[config.mk]
export PLATFORM = sky130hd
export DESIGN_NAME = fetch_decode
export DESIGN_NICKNAME = d
export VERILOG_FILES = /design/src/rtl/fetch_decode.sv
export SDC_FILE = /design/constraint.sdc
export NUM_CORES = 1
export LEC_CHECK = 0
export CELL_PAD_IN_SITES_DETAIL_PLACEMENT = 0
export CELL_PAD_IN_SITES_GLOBAL_PLACEMENT = 2
export CORE_ASPECT_RATIO = 1.4
export CORE_MARGIN = 1.5
export CORE_UTILIZATION = 27
export DETAILED_ROUTE_END_ITERATION = 8
export GPL_ROUTABILITY_DRIVEN = 0
export MAX_ROUTING_LAYER = met4
export PLACE_DENSITY = 0.85
export SYNTH_ARGS = -nofsm -noshare
export SYNTH_HDL_FRONTEND = slang
export SYNTH_SLANG_ARGS = --single-unit
[constraint.sdc]
create_clock -name clk -period 4.6 [get_ports clk]
set_input_delay 0.92 -clock clk [delete_from_list [all_inputs] [get_ports clk]]
set_output_delay 0.92 -clock clk [all_outputs]
set_load 0.05 [all_outputs]
[src/rtl/fetch_decode.sv]
// Instruction fetch/decode front end: fetches a one- or two-byte instruction
// from a byte-wide memory with one-cycle read latency, decodes the opcode
// fields and presents them to the ALU/writeback stage through a valid/ready
// handshake. A jump request restarts fetching at the redirect address.
module fetch_decode #(
  parameter logic [15:0] RESET_PC = 16'h0000
) (
  input  logic        clk,
  input  logic        rst,
  output logic [15:0] mem_addr,
  output logic        mem_rd_en,
  input  logic [7:0]  mem_rdata,
  output logic        instr_valid,
  input  logic        instr_ready,
  output logic [2:0]  alu_operation,
  output logic        alu_operand,
  output logic [3:0]  rx_sel,
  output logic [7:0]  immediate,
  output logic [15:0] instr_pc,
  input  logic        redirect_valid,
  input  logic [15:0] redirect_addr
);

  localparam int unsigned AW  = 16;
  localparam int unsigned DW  = 8;
  localparam int unsigned OPW = 3;
  localparam int unsigned RW  = 4;

  typedef enum logic [2:0] {
    OP_REQ  = 3'd0,
    OP_CAP  = 3'd1,
    IMM_REQ = 3'd2,
    IMM_CAP = 3'd3,
    OUT     = 3'd4
  } state_t;

  state_t           r_state;
  state_t           w_next;
  logic             w_rd;
  logic [AW-1:0]    r_pc;
  logic             r_valid;
  logic [OPW-1:0]   r_op;
  logic             r_operand;
  logic [RW-1:0]    r_rx;
  logic [DW-1:0]    r_imm;
  logic [AW-1:0]    r_ipc;

  // State register; reset always restarts at the opcode request.
  always_ff @(posedge clk) begin
    if (rst) begin
      r_state <= OP_REQ;
    end else begin
      r_state <= w_next;
    end
  end

  // Next-state and read-strobe decode; a redirect overrides every state.
  always_comb begin
    w_next = r_state;
    w_rd   = 1'b0;
    case (r_state)
      OP_REQ: begin
        w_rd   = 1'b1;
        w_next = OP_CAP;
      end
      OP_CAP:  w_next = mem_rdata[7] ? IMM_REQ : OUT;
      IMM_REQ: begin
        w_rd   = 1'b1;
        w_next = IMM_CAP;
      end
      IMM_CAP: w_next = OUT;
      OUT:     if (instr_ready) w_next = OP_REQ;
      default: w_next = OP_REQ;
    endcase
    if (redirect_valid) w_next = OP_REQ;
  end

  // Valid flag follows entry into OUT; cleared by reset and by any redirect.
  always_ff @(posedge clk) begin
    if (rst) begin
      r_valid <= 1'b0;
    end else begin
      r_valid <= (w_next == OUT);
    end
  end

  // PC and decoded fields; capture only in the two capture states so stale
  // read data after a redirect is never sampled.
  always_ff @(posedge clk) begin
    if (rst) begin
      r_pc      <= RESET_PC;
      r_op      <= '0;
      r_operand <= 1'b0;
      r_rx      <= '0;
      r_imm     <= '0;
      r_ipc     <= '0;
    end else if (redirect_valid) begin
      r_pc <= redirect_addr;
    end else begin
      case (r_state)
        OP_CAP: begin
          r_op      <= mem_rdata[6:4];
          r_operand <= mem_rdata[7];
          r_rx      <= mem_rdata[3:0];
          r_imm     <= '0;
          r_ipc     <= r_pc;
          r_pc      <= r_pc + AW'(1);
        end
        IMM_CAP: begin
          r_imm <= mem_rdata;
          r_pc  <= r_pc + AW'(1);
        end
        default: begin
        end
      endcase
    end
  end

  // Memory request is a state decode, held idle while reset is asserted so
  // the first strobe lands in the first cycle after release.
  assign mem_rd_en     = w_rd & ~rst;
  assign mem_addr      = rst ? RESET_PC : r_pc;

  assign instr_valid   = r_valid;
  assign alu_operation = r_op;
  assign alu_operand   = r_operand;
  assign rx_sel        = r_rx;
  assign immediate     = r_imm;
  assign instr_pc      = r_ipc;

endmodule

* After elaboration in Yosys (flattened, before gate mapping) *
Cells that the tools add are included.
W data, S select, Z words.

operators by class
  add/subtract/negate cells = 1
  multipliers = 0
  div/mod/pow operators = 0
  order comparisons = 0
  equal/unequal tests = 5
  shift operators = 0
  muxes and demuxes = 9
  bitwise logic cells = 3
  reduce and logical (&&, ||, !) cells = 7

operator list
  cell                     number
  $mux W16                 3
  $add A16 B1 Y16 const B  1
  $pmux W8 S2              1
  $pmux W3 S5              1
  $mux W3                  3
  $eq A3 B2 Y1 const B     2
  $eq A3 B3 Y1 const B     2
  $reduce_and A2 Y1        2
  $reduce_bool A2 Y1       2
  $reduce_or A2 Y1         2
  $eq A3 B1 Y1 const B     1
  $logic_not A3 Y1         1
  $not A1 Y1               2
  $and A1 B1 Y1            1
  $mux W1                  1

storage, ports and cells
  flip-flop bits (word level) = 52
  bits in latches = 0
  RAM bits = 0
  memory bits (read-only) = 0
  bits of input ports = 28
  output and inout port bits = 50
  word-level logic and storage cells = 33
  memories kept = 0

* Logic depth before layout (Yosys ltp) *
  word-level depth = 4
  depth in mapped cells = 7
  gate-level depth less buffers = 5

* Worst setup path after synthesis *
No wires, ideal clock.

  path type = input to output
  start = input rst
  end = output mem_rd_en
  arrival = 2371 ps
  required time = 3680 ps
  slack = 1309 ps
  stages on the path = 3
  path buffers = 2
  path through = clkbuf_1 -> buf_1 -> nor3_1

between the ends
  word-level cells in the longest chain between the ends = 2

ends and longest elaborated chain
  item                RTL line  text
  start: declaration  9         input logic rst,
  $not A1 Y1          121       assign mem_rd_en = w_rd & ~rst;
  $and A1 B1 Y1       121
  end: declaration    11        output logic mem_rd_en,

Every way passes these cells.

* Worst setup path after layout *
Ends and elaborated chain as after synthesis.

==> impl_metrics.prom <==
# TYPE chip_impl_metric gauge
chip_impl_info{name="result_of_the_run",value="complete, no violations"} 1
chip_impl_metric{name="area_growth_syn_to_layout",unit="%"} 45.01
chip_impl_metric{name="n_antenna_cell",unit=""} 0
chip_impl_metric{name="wirelength",unit="um"} 6426
chip_impl_metric{name="ys_async_sr_fraction",unit="%"} 0
chip_impl_metric{name="cts_inserted_buffers",unit=""} 5
chip_impl_metric{name="fin_skew",unit="ps"} 3.104
chip_impl_metric{name="ys_ff_latch",unit=""} 52
chip_impl_metric{name="power_per_cell_area",unit="nW/um^2"} 329.2
chip_impl_metric{name="effective_utilization_at_floorplan",unit="%"} 27.70
chip_impl_metric{name="post_synth.cell_area_avg",unit="um^2"} 8.329
chip_impl_metric{name="worst_vdd_ir",unit="mV"} 0.1860
chip_impl_metric{name="finalWorstPathRequiredPeriod",unit="ps"} 3230
chip_impl_metric{name="cts.repair.resized",unit=""} 0
chip_impl_metric{name="number_of_vias_per_cell_after_detailed_routing",unit=""} 4.774
chip_impl_metric{name="design.core.area",unit="um^2"} 8149
chip_impl_metric{name="slew_viol_final",unit=""} 0
chip_impl_metric{name="initial_antenna_violation_count",unit=""} 0
chip_impl_metric{name="seq_area_frac_synth",unit="%"} 46.12
chip_impl_metric{name="fmax",unit="GHz"} 0.3096
chip_impl_info{name="min_path_type",value="reg -> reg"} 1
chip_impl_metric{name="wl_per_cell",unit="um"} 14.51
chip_impl_metric{name="die-area",unit="um^2"} 8925
chip_impl_metric{name="timing.critical_path.required",unit="ps"} 3680
chip_impl_metric{name="nets",unit=""} 369
chip_impl_metric{name="num_rows",unit=""} 39
chip_impl_metric{name="drt_first_iter_violations",unit=""} 129
chip_impl_metric{name="die_y",unit="um"} 111.2
chip_impl_info{name="tritoncts_clock_tree",value="yes"} 1
chip_impl_metric{name="cts_setup_buffers",unit=""} 0
chip_impl_metric{name="yosysUniqueCellTypes",unit=""} 39
chip_impl_metric{name="timing.final.setup_violations",unit=""} 0
chip_impl_info{name="rsz0062_at_grt",value="false"} 1
chip_impl_metric{name="worst-path-max-fanout",unit=""} 32
chip_impl_metric{name="total_grt_usage",unit="%"} 15.33
chip_impl_metric{name="finalSetupTns",unit="ps"} 0
chip_impl_info{name="top_library_cells_by_usage_in_the_layout_fill_and_taps_aside",value="sky130_fd_sc_hd__clkdlybuf4s50_1, sky130_fd_sc_hd__nand2_1, sky130_fd_sc_hd__dfxtp_1, sky130_fd_sc_hd__a21oi_1, sky130_fd_sc_hd__nor2b_1"} 1
chip_impl_metric{name="utilization",unit="%"} 40.17
chip_impl_info{name="critPathCaptureType",value="output pin"} 1
chip_impl_metric{name="post-dp-hpwl",unit="um"} 4598
chip_impl_metric{name="total_of_warnings_raised_by_yosys",unit=""} 0
chip_impl_metric{name="clk_path_buf_depth",unit=""} 2
chip_impl_metric{name="number_of_global_route_vias_before_repair",unit=""} 2022
chip_impl_metric{name="drtAntennaViolNets",unit=""} 0
chip_impl_metric{name="num_vias",unit=""} 2115
chip_impl_metric{name="netlist_instances",unit=""} 271
chip_impl_metric{name="cp_data_arrival_time",unit="ps"} 2310
chip_impl_metric{name="clkSlewWorstSetupHoldPaths",unit="ps"} 70
chip_impl_metric{name="port-buffer-count",unit=""} 77
chip_impl_metric{name="mappedNetlistArea",unit="um^2"} 2257
chip_impl_metric{name="count_of_flip_flops_with_a_built_in_enable_after_synthesis",unit=""} 0
chip_impl_info{name="criticalPathCategory",value="in -> out"} 1
chip_impl_metric{name="grt_first_pass_wirelength",unit="um"} 10370
chip_impl_info{name="netlist_top_cells_area",value="sky130_fd_sc_hd__dfxtp_1, sky130_fd_sc_hd__nand2_1, sky130_fd_sc_hd__a21oi_1, sky130_fd_sc_hd__nor2b_1, sky130_fd_sc_hd__a22o_1"} 1
chip_impl_metric{name="total_leakage_power",unit="nW"} 1.103
chip_impl_metric{name="die_width",unit="um"} 80.28
chip_impl_metric{name="final_period_util",unit="%"} 70.21
chip_impl_metric{name="ios",unit=""} 78
chip_impl_metric{name="worst_pin_slew",unit="ps"} 982.7
chip_impl_metric{name="grt_max_degree",unit=""} 33
chip_impl_info{name="dominantRegCellSynth",value="sky130_fd_sc_hd__dfxtp_1"} 1
chip_impl_info{name="clk_root_buf",value="sky130_fd_sc_hd__clkbuf_16"} 1
chip_impl_metric{name="postCtsHoldBufs",unit=""} 0
chip_impl_info{name="most_common_cell_after_layout_fill_and_taps_aside",value="sky130_fd_sc_hd__clkdlybuf4s50_1"} 1
chip_impl_metric{name="grt_overflow_total",unit=""} 0
chip_impl_metric{name="clkLatencyLatePin",unit="ps"} 290
chip_impl_metric{name="final_hold_viol_count",unit=""} 0
chip_impl_metric{name="final_layout_size_suffix_gt1_share",unit="%"} 4.985
chip_impl_metric{name="relSlewSlack",unit="%"} 34.30
chip_impl_metric{name="drc_errors",unit=""} 0
chip_impl_metric{name="syn_nets",unit=""} 300
chip_impl_metric{name="fillCellCount",unit=""} 830
chip_impl_metric{name="yosys.area.top_type_share",unit="%"} 46.12
chip_impl_metric{name="drt-pass1-iter-count",unit=""} 4
chip_impl_metric{name="htree_levels",unit=""} 2
chip_impl_info{name="worst_setup_path_start_kind",value="input port"} 1
chip_impl_metric{name="max_cap_viol_count",unit=""} 0
chip_impl_info{name="netlist.top_cell.by_area",value="sky130_fd_sc_hd__dfxtp_1"} 1
chip_impl_metric{name="number_of_sinks_driven_by_the_clock_tree",unit=""} 52
==> state kept, by name, indices dropped and copies added, names as in the netlist <==
register,flops
alu_operation,3
alu_operand,1
immediate,8
instr_valid,1
instr_pc,16
r_state,3
rx_sel,4
r_pc,16
==> cell usage after synthesis, types with 2 or more instances <==
cell type and n:
sky130_fd_sc_hd__a2111oi_1 3, sky130_fd_sc_hd__buf_4 2, sky130_fd_sc_hd__o21ai_0 3, sky130_fd_sc_hd__mux2i_1 2
sky130_fd_sc_hd__nor2b_1 19, sky130_fd_sc_hd__dfxtp_1 52, sky130_fd_sc_hd__nand2_1 59, sky130_fd_sc_hd__buf_1 2
sky130_fd_sc_hd__xor2_1 6, sky130_fd_sc_hd__a22o_1 8, sky130_fd_sc_hd__xnor2_1 4, sky130_fd_sc_hd__a211oi_1 7
sky130_fd_sc_hd__nand3_1 3, sky130_fd_sc_hd__clkbuf_1 10, sky130_fd_sc_hd__nor4_1 6, sky130_fd_sc_hd__a21oi_1 30
sky130_fd_sc_hd__nor2_1 13, sky130_fd_sc_hd__nand3b_1 2, sky130_fd_sc_hd__buf_2 5, sky130_fd_sc_hd__nand4_1 6
sky130_fd_sc_hd__inv_1 3, sky130_fd_sc_hd__nor3_1 9
==> final cells by class <==
cell class              count  area, um^2  area share [%]
clock buffers               6       138.9           4.243
well taps                 102       127.6           3.899
clock inverters             2       38.79           1.185
repair buffers             81       795.8           24.31
flip-flops and latches     52        1041           31.80
multi-input cells         196        1116           34.10
inverters                   4       15.01          0.4587
==> final timing paths <==
path,depth (start not counted),end,from,slack (ps)
setup / recovery,3,mem_rd_en,rst,1370
setup reg to reg,4,instr_pc[10],r_state[0],2300
hold reg to reg,2,instr_pc[5],instr_pc[5],450
hold / removal,2,instr_pc[5],instr_pc[5],450
==> where the power goes <==
group / leakage [nW] / internal, mW / switching (mW) / total, mW
logic: 0.592 / 0.0618 / 0.0891 / 0.151
clock network: 0.0871 / 0.273 / 0.166 / 0.438
registers: 0.424 / 0.465 / 0.0227 / 0.488
total: 1.10 / 0.800 / 0.278 / 1.08
==> stage by stage <==
step | cell area, um^2 | total power [mW] | hold slack, ps | worst slack [ps] | instances
global route | 3273 | 1.121 | 470.0 | 1299 | 443
detailed placement | 3095 | 0.6516 | 445.9 | 1368 | 435
CTS | 3273 | 1.092 | 455.5 | 1384 | 443
finish | 3273 | 1.077 | 452.7 | 1370 | 443
floorplan | 2257 | 0.5861 | 449.2 | 1309 | 271
global placement | 3095 | 0.6512 | 443.5 | 1380 | 435
==> cells by family after synthesis <==
| family | synth area share, % |
|---|---|
| buffers and inverters | 4.434 |
| muxes | 1.386 |
| and+or+nand+nor | 28.77 |
| AOI/OAI and AO/OA | 14.86 |
| DFF | 46.12 |
| xor gates and xnor gates | 3.880 |
| adders and majority gates | 0.5542 |
==> critical path, stage by stage <==
cell and delay [ps]:
sky130_fd_sc_hd__buf_2 280, sky130_fd_sc_hd__nor3_1 250, sky130_fd_sc_hd__clkdlybuf4s50_1 840
==> routing by layer <==
| layer | routed length (um) | global-route usage [%] |
|---|---|---|
| met1 | 2731 | 18.64 |
| met2 | 3356 | 25.71 |
| met3 | 223 | 2.222 |
| met4 | 114 | 4.828 |
| met5 | 0 | - |
Power figures use the tool's default switching activity.
